<file path="config.mk">
export PLATFORM = sky130hd
export DESIGN_NAME = toggle_scheduler
export DESIGN_NICKNAME = d
export VERILOG_FILES = /design/src/rtl/toggle_sched_pkg.sv /design/src/rtl/rr_arbiter.sv /design/src/rtl/toggle_scheduler.sv
export SDC_FILE = /design/constraint.sdc
export NUM_CORES = 1
export LEC_CHECK = 0
export ABC_AREA = 1
export BUFFER_PORTS_ARGS = -buffer_cell sky130_fd_sc_hd__buf_4
export CORE_MARGIN = 2
export CORE_UTILIZATION = 58
export CTS_BUF_LIST = sky130_fd_sc_hd__clkbuf_8 sky130_fd_sc_hd__clkbuf_16
export DETAILED_ROUTE_END_ITERATION = 6
export PLACE_DENSITY = 0.83
export SLEW_MARGIN = 20
export SYNTH_ARGS = -nofsm -noshare
export SYNTH_HDL_FRONTEND = slang
export SYNTH_HIERARCHICAL = 1
export SYNTH_SLANG_ARGS = --single-unit
</file>
<file path="constraint.sdc">
create_clock -name clk -period 3.73 [get_ports clk]
set_input_delay 0.746 -clock clk [delete_from_list [all_inputs] [get_ports clk]]
set_output_delay 0.746 -clock clk [all_outputs]
set_load 0.01 [all_outputs]
</file>
<file path="src/rtl/toggle_sched_pkg.sv">
// Shared definitions for the toggle scheduler: state encoding, default widths
// and the index-width helper used by the top level and the arbiter.
package toggle_sched_pkg;

    localparam int N_REQ_DEF = 4;
    localparam int DLY_W_DEF = 4;
    localparam int CNT_W_DEF = 4;

    localparam logic [2:0] ST_IDLE   = 3'd0;
    localparam logic [2:0] ST_LOAD   = 3'd1;
    localparam logic [2:0] ST_WAIT   = 3'd2;
    localparam logic [2:0] ST_TOGGLE = 3'd3;
    localparam logic [2:0] ST_DONE   = 3'd4;

    typedef enum logic [2:0] {
        S_IDLE   = ST_IDLE,
        S_LOAD   = ST_LOAD,
        S_WAIT   = ST_WAIT,
        S_TOGGLE = ST_TOGGLE,
        S_DONE   = ST_DONE
    } state_e;

    function automatic int idx_w(input int n);
        return (n > 1) ? $clog2(n) : 1;
    endfunction

endpackage

</file>
<file path="src/rtl/rr_arbiter.sv">
// Combinational round-robin arbiter: the requester after `last` has top
// priority, wrapping modulo N_REQ. The pointer itself lives in the caller.
module rr_arbiter
    import toggle_sched_pkg::*;
#(
    parameter int  N_REQ = N_REQ_DEF,
    localparam int IDX_W = idx_w(N_REQ)
) (
    input  logic [N_REQ-1:0] req,
    input  logic [IDX_W-1:0] last,
    output logic [N_REQ-1:0] win,
    output logic [IDX_W-1:0] win_idx
);

    int               idx;
    logic [IDX_W-1:0] idx_l;

    // Walk from lowest to highest priority so the highest-priority hit wins.
    always_comb begin
        win     = '0;
        win_idx = '0;
        idx     = 0;
        idx_l   = '0;
        for (int k = N_REQ; k >= 1; k--) begin
            idx   = (int'(last) + k) % N_REQ;
            idx_l = IDX_W'(idx);
            if (req[idx_l]) begin
                win        = '0;
                win[idx_l] = 1'b1;
                win_idx    = idx_l;
            end
        end
    end

endmodule

</file>
<file path="src/rtl/toggle_scheduler.sv">
// Round-robin sequencer for one shared T flip-flop: runs each granted job's
// delay/toggle sequence on `t` and checks every toggle against the `q` feedback.
module toggle_scheduler
    import toggle_sched_pkg::*;
#(
    parameter int N_REQ = N_REQ_DEF,
    parameter int DLY_W = DLY_W_DEF,
    parameter int CNT_W = CNT_W_DEF
) (
    input  logic                   clk,
    input  logic                   rst_n,
    input  logic [N_REQ-1:0]       req,
    input  logic [N_REQ*DLY_W-1:0] req_dly,
    input  logic [N_REQ*CNT_W-1:0] req_cnt,
    input  logic                   q,
    output logic                   t,
    output logic [N_REQ-1:0]       gnt,
    output logic [N_REQ-1:0]       done,
    output logic                   busy,
    output logic                   err
);

    localparam int IDX_W = idx_w(N_REQ);

    state_e           state_q, state_d;
    logic [IDX_W-1:0] last_q, last_d;
    logic [IDX_W-1:0] win_idx_q, win_idx_d;
    logic [N_REQ-1:0] win_oh_q, win_oh_d;
    logic [DLY_W-1:0] dly_q, dly_d;
    logic [DLY_W-1:0] dly_ctr_q, dly_ctr_d;
    logic [CNT_W-1:0] cnt_ctr_q, cnt_ctr_d;
    logic [CNT_W-1:0] cnt_rem;
    logic             q_exp_q, q_exp_d;
    logic             chk_q, chk_d;
    logic             err_q, err_d;

    logic [N_REQ-1:0] arb_win;
    logic [IDX_W-1:0] arb_idx;
    logic [DLY_W-1:0] sel_dly;
    logic [CNT_W-1:0] sel_cnt;

    rr_arbiter #(.N_REQ(N_REQ)) u_arb (
        .req     (req),
        .last    (last_q),
        .win     (arb_win),
        .win_idx (arb_idx)
    );

    assign sel_dly = req_dly[win_idx_q*DLY_W +: DLY_W];
    assign sel_cnt = req_cnt[win_idx_q*CNT_W +: CNT_W];

    always_ff @(posedge clk or negedge rst_n) begin
        if (!rst_n) begin
            state_q   <= S_IDLE;
            last_q    <= IDX_W'(N_REQ - 1);
            win_idx_q <= '0;
            win_oh_q  <= '0;
            dly_q     <= '0;
            dly_ctr_q <= '0;
            cnt_ctr_q <= '0;
            q_exp_q   <= 1'b0;
            chk_q     <= 1'b0;
            err_q     <= 1'b0;
        end else begin
            state_q   <= state_d;
            last_q    <= last_d;
            win_idx_q <= win_idx_d;
            win_oh_q  <= win_oh_d;
            dly_q     <= dly_d;
            dly_ctr_q <= dly_ctr_d;
            cnt_ctr_q <= cnt_ctr_d;
            q_exp_q   <= q_exp_d;
            chk_q     <= chk_d;
            err_q     <= err_d;
        end
    end

    always_comb begin
        state_d   = state_q;
        last_d    = last_q;
        win_idx_d = win_idx_q;
        win_oh_d  = win_oh_q;
        dly_d     = dly_q;
        dly_ctr_d = dly_ctr_q;
        cnt_ctr_d = cnt_ctr_q;
        q_exp_d   = q_exp_q;
        chk_d     = 1'b0;
        // The flop output is compared one cycle after each toggle pulse.
        err_d     = err_q | (chk_q & (q != q_exp_q));
        cnt_rem   = cnt_ctr_q - 1'b1;

        case (state_q)
            S_IDLE: begin
                if (|req) begin
                    win_idx_d = arb_idx;
                    win_oh_d  = arb_win;
                    state_d   = S_LOAD;
                end
            end
            S_LOAD: begin
                last_d    = win_idx_q;
                dly_d     = sel_dly;
                dly_ctr_d = sel_dly;
                cnt_ctr_d = sel_cnt;
                if (sel_cnt == '0) begin
                    state_d = S_DONE;
                end else if (sel_dly == '0) begin
                    state_d = S_TOGGLE;
                end else begin
                    state_d = S_WAIT;
                end
            end
            S_WAIT: begin
                dly_ctr_d = dly_ctr_q - 1'b1;
                if (dly_ctr_q == DLY_W'(1)) begin
                    state_d = S_TOGGLE;
                end
            end
            S_TOGGLE: begin
                q_exp_d   = ~q;
                chk_d     = 1'b1;
                cnt_ctr_d = cnt_rem;
                if (cnt_rem == '0) begin
                    state_d = S_DONE;
                end else if (dly_q == '0) begin
                    state_d = S_TOGGLE;
                end else begin
                    dly_ctr_d = dly_q;
                    state_d   = S_WAIT;
                end
            end
            S_DONE: begin
                state_d = S_IDLE;
            end
            default: begin
                state_d = S_IDLE;
            end
        endcase
    end

    assign t    = (state_q == S_TOGGLE);
    assign gnt  = (state_q == S_LOAD) ? win_oh_q : '0;
    assign done = (state_q == S_DONE) ? win_oh_q : '0;
    assign busy = (state_q != S_IDLE);
    assign err  = err_q;

endmodule
</file>
==> flow_metrics.py, run 1 <==
metrics = {
    "placed_design": {
        "io_buffers": 49,
        "routabilityCongestion": 0.878,
        "hpwl_um": 3740,
        "post-place-ws_ns": 1.63,
        "dpl_cell_area_um2": 2450,
        "numPlacedInstances": 406,
    },
    "logic_synthesis": {
        "synth_top_family_by_area": "simple AND/OR/NAND/NOR gates",
        "ys.flop_type": "dfrtp_1",
        "synth_xor_area_share_pct": 0.424,
        "synth_fa_ha_area_share_pct": 6.05,
        "syn_nets": 366,
        "synth_most_common_cell": "nand2_1",
        "ys_warn_count": 6,
        "ys_types": 34,
        "synth.area.top_cells": "dfrtp_1 29%, nand2_1 21%, nand3_1 8.2%",
        "seq_area_frac_synth_pct": 31.6,
        "synth_area_per_cell_um2": 6.52,
        "synthTopCellsByCount": "115 x nand2_1, 34 x nand3_1, 32 x inv_1",
        "ys_async_sr_fraction_pct": 100,
        "synth_cells": 317,
        "yosys.area.top_type_share_pct": 29.1,
        "synth_compound_area_share_pct": 11.6,
        "yosys.area.top_type": "dfrtp_1",
        "synthMuxAreaShare_pct": 0,
        "synth_edf_count": 0,
        "syn_area_um2": 2070,
        "ys_ff_latch": 26,
        "synth_simple_gate_area_share_pct": 40.7,
    },
    "worst_setup_path": {
        "worstSetupPathType": "flip-flop to output port",
        "crit_chain": "inv_1 -> nand2_1 -> nor2_4 -> inv_2 -> nor2_1 -> buf_4",
        "cp.buffers_inverters": 3,
        "worst-r2r-setup-slack_ns": 1.60,
        "worstSetupEndpointType": "output port",
        "cp_top_family": "flip-flops",
        "start_kind": "flip-flop",
        "path_max_fanout": 19,
        "arrival_ns": 1.52,
        "slowest_stage": "dfrtp_1",
        "worstPathRequired_ns": 2.98,
        "max_stage_delay_ns": 0.44,
    },
    "timing": {
        "hold_viol_final": 0,
        "worst_clock_skew_ns": 0.00224,
        "period_share_pct": 60.7,
        "rsz0062_at_grt": "false",
        "worst_pin_slew_ns": 0.601,
        "layout_setup_ws_ns": 1.46,
        "fmax_mhz": 441,
        "fin_tns_setup_ns": 0,
        "slew_violations": 0,
        "timing.slew.headroom_pct": 59.9,
        "period_needed_ns": 2.27,
        "finalSetupViolCount": 0,
    },
    "cells_and_area": {
        "drive_above_1_share_pct": 20.1,
        "finalNonFillerCells": 410,
        "n_antenna_cell": 0,
        "final_area_um2": 2500,
        "areaGrowthSynthToFinish_pct": 21.1,
        "nNetsFinal": 414,
    },
    "floorplan": {
        "design.core.area_um2": 3390,
        "rows": 21,
        "dieArea_um2": 4060,
        "die_w_um": 63.7,
        "initial_core_util_pct": 61.0,
        "fp.dieH_um": 63.7,
        "io_pins": 50,
    },
    "cts": {
        "cts.reportedPaths.clkPinSlew_ns": 0.09,
        "cts.sinks": 26,
        "ctsResizeCount": 0,
        "cts_root_buf": "clkbuf_8",
        "post_cts_buffers": 0,
        "cts_tree": "yes",
        "cts_buffers": 3,
        "htree_levels": 1,
        "clockBufferDepth": 2,
        "holdBufCountCts": 0,
        "clk_latency_ns": 0.27,
    },
    "hold_path": {
        "hp-class": "input pin to asynchronous set/reset pin",
    },
    "detailed_routing": {
        "routedWlPerCell_um": 11.6,
        "routed_wl_um": 4750,
        "drtIter0Drc": 118,
        "final_antenna_net_count": 0,
        "via_per_inst": 5.26,
        "drc_errors": 0,
        "num_vias": 2157,
        "drt_pre_antenna_iters": 4,
    },
    "power": {
        "vdd_drop_max_mv": 0.519,
        "power_density_nw_per_um2": 852,
        "p_leak_nw": 1.36,
    },
    "global_routing": {
        "grt_max_degree": 27,
        "grt-ovfl-total": 0,
        "grt_use_total_pct": 25.1,
        "antenna_found_initial": 0,
        "grt_pass1_wl_um": 8270,
        "grt_pass1_vias": 1904,
    },
    "outcome": {
        "run_status": "completed",
    },
    "run": {
        "cap_viol_max_count": 0,
    },
}
-- area by class of cell --
type                       instances  area (µm²)
timing repair buffer              49         368
multi-input combinational        246        1210
fill                             298         887
tap                               46        57.6
inverter                          39         154
sequential                        26         653
clock buffer                       4        55.1
-- cells by family (layout without fill, tap and decap cells) --
kind of cell,Yosys count,count (layout)
AOI/OAI and AO/OA,40,40
xor gates and xnor gates,1,1
adders and majority gates,10,10
buffers and inverters,45,92
DFF,26,26
and+or+nand+nor,195,195
-- per-layer routing --
metal / vias up / global-route usage (%) / wire (µm) / share of wire (%)
met4: 0 / 8.15 / 53 / 1.1
met3: 4 / 4.29 / 323 / 6.8
met5: - / 0 / 0 / 0
met1: 958 / 34.7 / 2290 / 48
li1: 1113 / - / - / -
met2: 82 / 39.7 / 2090 / 44
-- path summary, 6_finish.rpt --
kind	startpoint	to	depth (start not counted)
setup / recovery	state_q[2]$_DFFE_PN0P_	gnt[3]	6
hold / removal	rst_n	dly_ctr_q[1]$_DFFE_PN0P_	1
min in group clk	err$_DFF_PN0_	err$_DFF_PN0_	1
max in group asynchronous	rst_n	last_q[0]$_DFFE_PN1N_	1
setup reg to reg	last_q[0]$_DFFE_PN1N_	win_idx_q[0]$_DFFE_PN0P_	11
hold reg to reg	err$_DFF_PN0_	err$_DFF_PN0_	1
-- power breakdown --
group	switching (mW)	leakage [nW]	internal, mW
clock network	0.0866	0.0288	0.0944
logic	0.865	1.03	0.507
registers	0.151	0.301	0.426
total	1.10	1.36	1.03
-- through the flow --
step	hold WS [ns]	util, %	power, mW
2_1_floorplan	0.450	-	1.65
3_5_place_dp	0.463	72.2	1.94
5_1_grt	0.372	73.8	2.38
3_3_place_gp	0.459	72.2	1.90
4_1_cts	0.374	73.8	2.13
6_report	0.365	73.8	2.13
-- sequential cells by signal, indices dropped and copies added (netlist names) --
name	cells
chk_q	1
cnt_ctr_q	4
dly_ctr_q	4
dly_q	4
err	1
last_q	2
q_exp_q	1
state_q	3
win_idx_q	2
win_oh_q	4
-- layout by cell type, fill, tap and decap left out --
| cell | Yosys | routed |
|---|---|---|
| inv_4 | 1 | 1 |
| o21ai_0 | 13 | 13 |
| inv_6 | 1 | 1 |
| dfrtp_1 | 24 | 24 |
| nand3_2 | 2 | 2 |
| a21oi_2 | 1 | 1 |
| nand2_2 | 3 | 3 |
| nand2_1 | 115 | 115 |
| or2_0 | 2 | 2 |
| nand2_4 | 1 | 1 |
| or2_2 | 1 | 1 |
| buf_4 | 1 | 49 |
| inv_2 | 4 | 4 |
| a221oi_1 | 1 | 1 |
| o21bai_1 | 2 | 2 |
| inv_1 | 32 | 32 |
| nor2_4 | 3 | 3 |
| nand3_1 | 34 | 34 |
| nand4_1 | 2 | 2 |
| nor3b_1 | 1 | 1 |
| clkbuf_8 | 0 | 4 |
| o22ai_1 | 3 | 3 |
| o211ai_1 | 2 | 2 |
| ha_1 | 10 | 10 |
| o22ai_2 | 1 | 1 |
| xor2_1 | 1 | 1 |
| a22oi_1 | 1 | 1 |
| a21oi_1 | 13 | 13 |
| nor2_1 | 31 | 31 |
| o221ai_1 | 2 | 2 |
| dfstp_2 | 2 | 2 |
| clkinv_1 | 1 | 1 |
| a31oi_1 | 1 | 1 |
No activity file was read; power rests on OpenSTA's default activity.
==> run 2: changes to the inputs <==
--- a/config.mk
+++ b/config.mk
@@ -8,10 +8,10 @@
 export ABC_AREA = 1
 export BUFFER_PORTS_ARGS = -buffer_cell sky130_fd_sc_hd__buf_4
 export CORE_MARGIN = 2
-export CORE_UTILIZATION = 58
+export CORE_UTILIZATION = 49
 export CTS_BUF_LIST = sky130_fd_sc_hd__clkbuf_8 sky130_fd_sc_hd__clkbuf_16
 export DETAILED_ROUTE_END_ITERATION = 6
-export PLACE_DENSITY = 0.83
+export PLACE_DENSITY = 0.74
 export SLEW_MARGIN = 20
 export SYNTH_ARGS = -nofsm -noshare
 export SYNTH_HDL_FRONTEND = slang
==> constraint.sdc (replaced) <==
create_clock -name clk -period 1.9 [get_ports clk]
set_input_delay 0.38 -clock clk [delete_from_list [all_inputs] [get_ports clk]]
set_output_delay 0.38 -clock clk [all_outputs]
set_load 0.01 [all_outputs]
==> run 2 against run 1 <==
Net effect: the run now ends with hold timing left; worst hold slack got worse by 0.37 ns; non-clock buffer count rose by 7; sequential power rose by 87%; power rose by 100%; critical path depth did not move; register-to-register slack got worse by 1.5 ns; clock skew rose by 0.0078 ns; largest cell class unchanged; cell count rose by 2.7%; highest routed layer unchanged; first-iteration DRC count fell by 4.2%.
==> flow_metrics.py, run 2 (same netlist as run 1, synthesis figures left out) <==
metrics = {
    "detailed_routing": {
        "num_vias": 2127,
        "drtIter0Drc": 113,
        "final_antenna_net_count": 0,
        "drt_pre_antenna_iters": 4,
        "routed_wl_um": 4800,
        "drc_errors": 0,
        "via_per_inst": 5.05,
        "routedWlPerCell_um": 11.4,
    },
    "power": {
        "p_int_mw": 2.10,
        "vdd_drop_max_mv": 0.715,
        "power_switching_mw": 2.22,
        "seqPwrFrac_pct": 25.1,
        "clock_power_share_pct": 7.2,
        "p_leak_nw": 1.40,
        "switching_share_pct": 51.3,
        "comb_power_share_pct": 67.8,
        "power_density_nw_per_um2": 1670,
        "total_power_mw": 4.32,
    },
    "cells_and_area": {
        "layout_common_cells": "112 x nand2_1, 56 x buf_4, 34 x nand3_1",
        "nNetsFinal": 421,
        "drive_above_1_share_pct": 22.9,
        "n_antenna_cell": 0,
        "fillers": 397,
        "areaGrowthSynthToFinish_pct": 24.9,
        "layout_commonest_cell": "nand2_1",
    },
    "cts": {
        "cts_tree": "yes",
        "cts.reportedPaths.clkPinSlew_ns": 0.09,
        "clockBufferDepth": 2,
        "holdBufCountCts": 0,
        "cts_buffers": 3,
        "htree_levels": 1,
        "cts.sinks": 26,
        "cts_root_buf": "clkbuf_8",
        "clk_latency_ns": 0.27,
    },
    "floorplan": {
        "io_pins": 50,
        "die_w_um": 69.0,
        "rows": 23,
        "fp.dieH_um": 69.0,
        "initial_core_util_pct": 51.3,
        "dieArea_um2": 4750,
        "design.core.area_um2": 4030,
    },
    "worst_setup_path": {
        "path_max_fanout": 19,
        "worst-r2r-setup-slack_ns": 0.13,
        "worstSetupPathType": "flip-flop to output port",
        "worstSetupEndpointType": "output port",
        "arrival_ns": 1.43,
        "worstPathRequired_ns": 1.52,
        "start_kind": "flip-flop",
    },
    "placed_design": {
        "io_buffers": 49,
        "routabilityCongestion": 0.897,
        "hpwl_um": 3740,
    },
    "timing": {
        "slew_violations": 0,
        "fmax_mhz": 553,
        "period_share_pct": 95.1,
        "timing.slew.headroom_pct": 65.8,
        "finalSetupViolCount": 0,
        "worst_pin_slew_ns": 0.513,
        "period_needed_ns": 1.81,
        "holdWs_ns": -0.00306,
        "fin_tns_setup_ns": 0,
        "rsz0062_at_grt": "true",
        "hold_viol_final": 13,
        "worst_clock_skew_ns": 0.0101,
    },
    "outcome": {
        "run_status": "finished, violations left",
        "violations": "hold timing",
    },
    "global_routing": {
        "grt_use_total_pct": 21.5,
        "grt_max_degree": 27,
        "grt_pass1_vias": 1772,
        "grt_pass1_wl_um": 7780,
        "antenna_found_initial": 0,
        "grt-ovfl-total": 0,
    },
    "hold_path": {
        "hp-class": "input pin to asynchronous set/reset pin",
    },
    "run": {
        "cap_viol_max_count": 0,
    },
}
[run 2: metrics by stage]
step	worst slack (ns)	cell area (µm²)	std cells	util, %
2_1_floorplan	0.0204	2070	317	-
6_report	0.0923	2580	421	64.1
4_1_cts	0.00987	2540	419	63.0
5_1_grt	-0.0195	2580	421	64.1
3_3_place_gp	0.0548	2490	415	61.8
3_5_place_dp	-0.0215	2490	415	61.8
[run 2: layout make-up]
type	instances	area [µm²]	area share, %
multi-input cells	246	1240	48.0
flip-flops and latches	26	653	25.3
repair buffers	56	420	16.3
inverters	39	161	6.25
well taps	50	62.6	2.42
clock buffers	3	41.3	1.60
clock inverters	1	3.75	0.145
[run 2: worst max-delay path: stages (launching register included)]
cell	delay [ns]
dfrtp_1	0.44
inv_1	0.11
nand2_2	0.08
nor2_4	0.20
inv_6	0.09
nor2_1	0.10
buf_4	0.13
[run 2: per-layer routing]
| metal | GRT usage, % | vias to the layer above | share of wire, % |
|---|---|---|---|
| met3 | 3.08 | 7 | 6.1 |
| met4 | 5.88 | 0 | 1.5 |
| met2 | 32.5 | 88 | 42 |
| met5 | 0 | - | 0 |
| met1 | 31.9 | 910 | 50 |
| li1 | - | 1122 | - |
[run 2: final timing paths]
check                                             from  cells past startpoint                        to
worst max-delay path            state_q[2]$_DFFE_PN0P_                      6                    gnt[3]
worst min-delay path                             rst_n                      1  dly_ctr_q[1]$_DFFE_PN0P_
worst max register to register   last_q[1]$_DFFE_PN1N_                     10   win_oh_q[0]$_DFFE_PN0P_
worst min register to register           err$_DFF_PN0_                      1             err$_DFF_PN0_
max in group asynchronous                        rst_n                      1     last_q[0]$_DFFE_PN1N_
min in group clk                                     q                      2       q_exp_q$_DFFE_PN0P_
[run 2: power groups by stage]
stage               sequential, mW  combinational [mW]  clock [mW]
global route                  1.13                3.35       0.338
global placement              1.09                2.73           0
finish                        1.08                2.93       0.309
CTS                           1.08                2.81       0.317
floorplan                     1.01                2.23           0
detailed placement            1.09                2.78           0
[run 2: repair_timing]
action                     in CTS  in global routing
pin swaps                       0                  5
hold endpoints to repair        0                  0
buffers inserted                0                  2
gates resized for setup         1                 10
setup endpoints to repair       5                  9
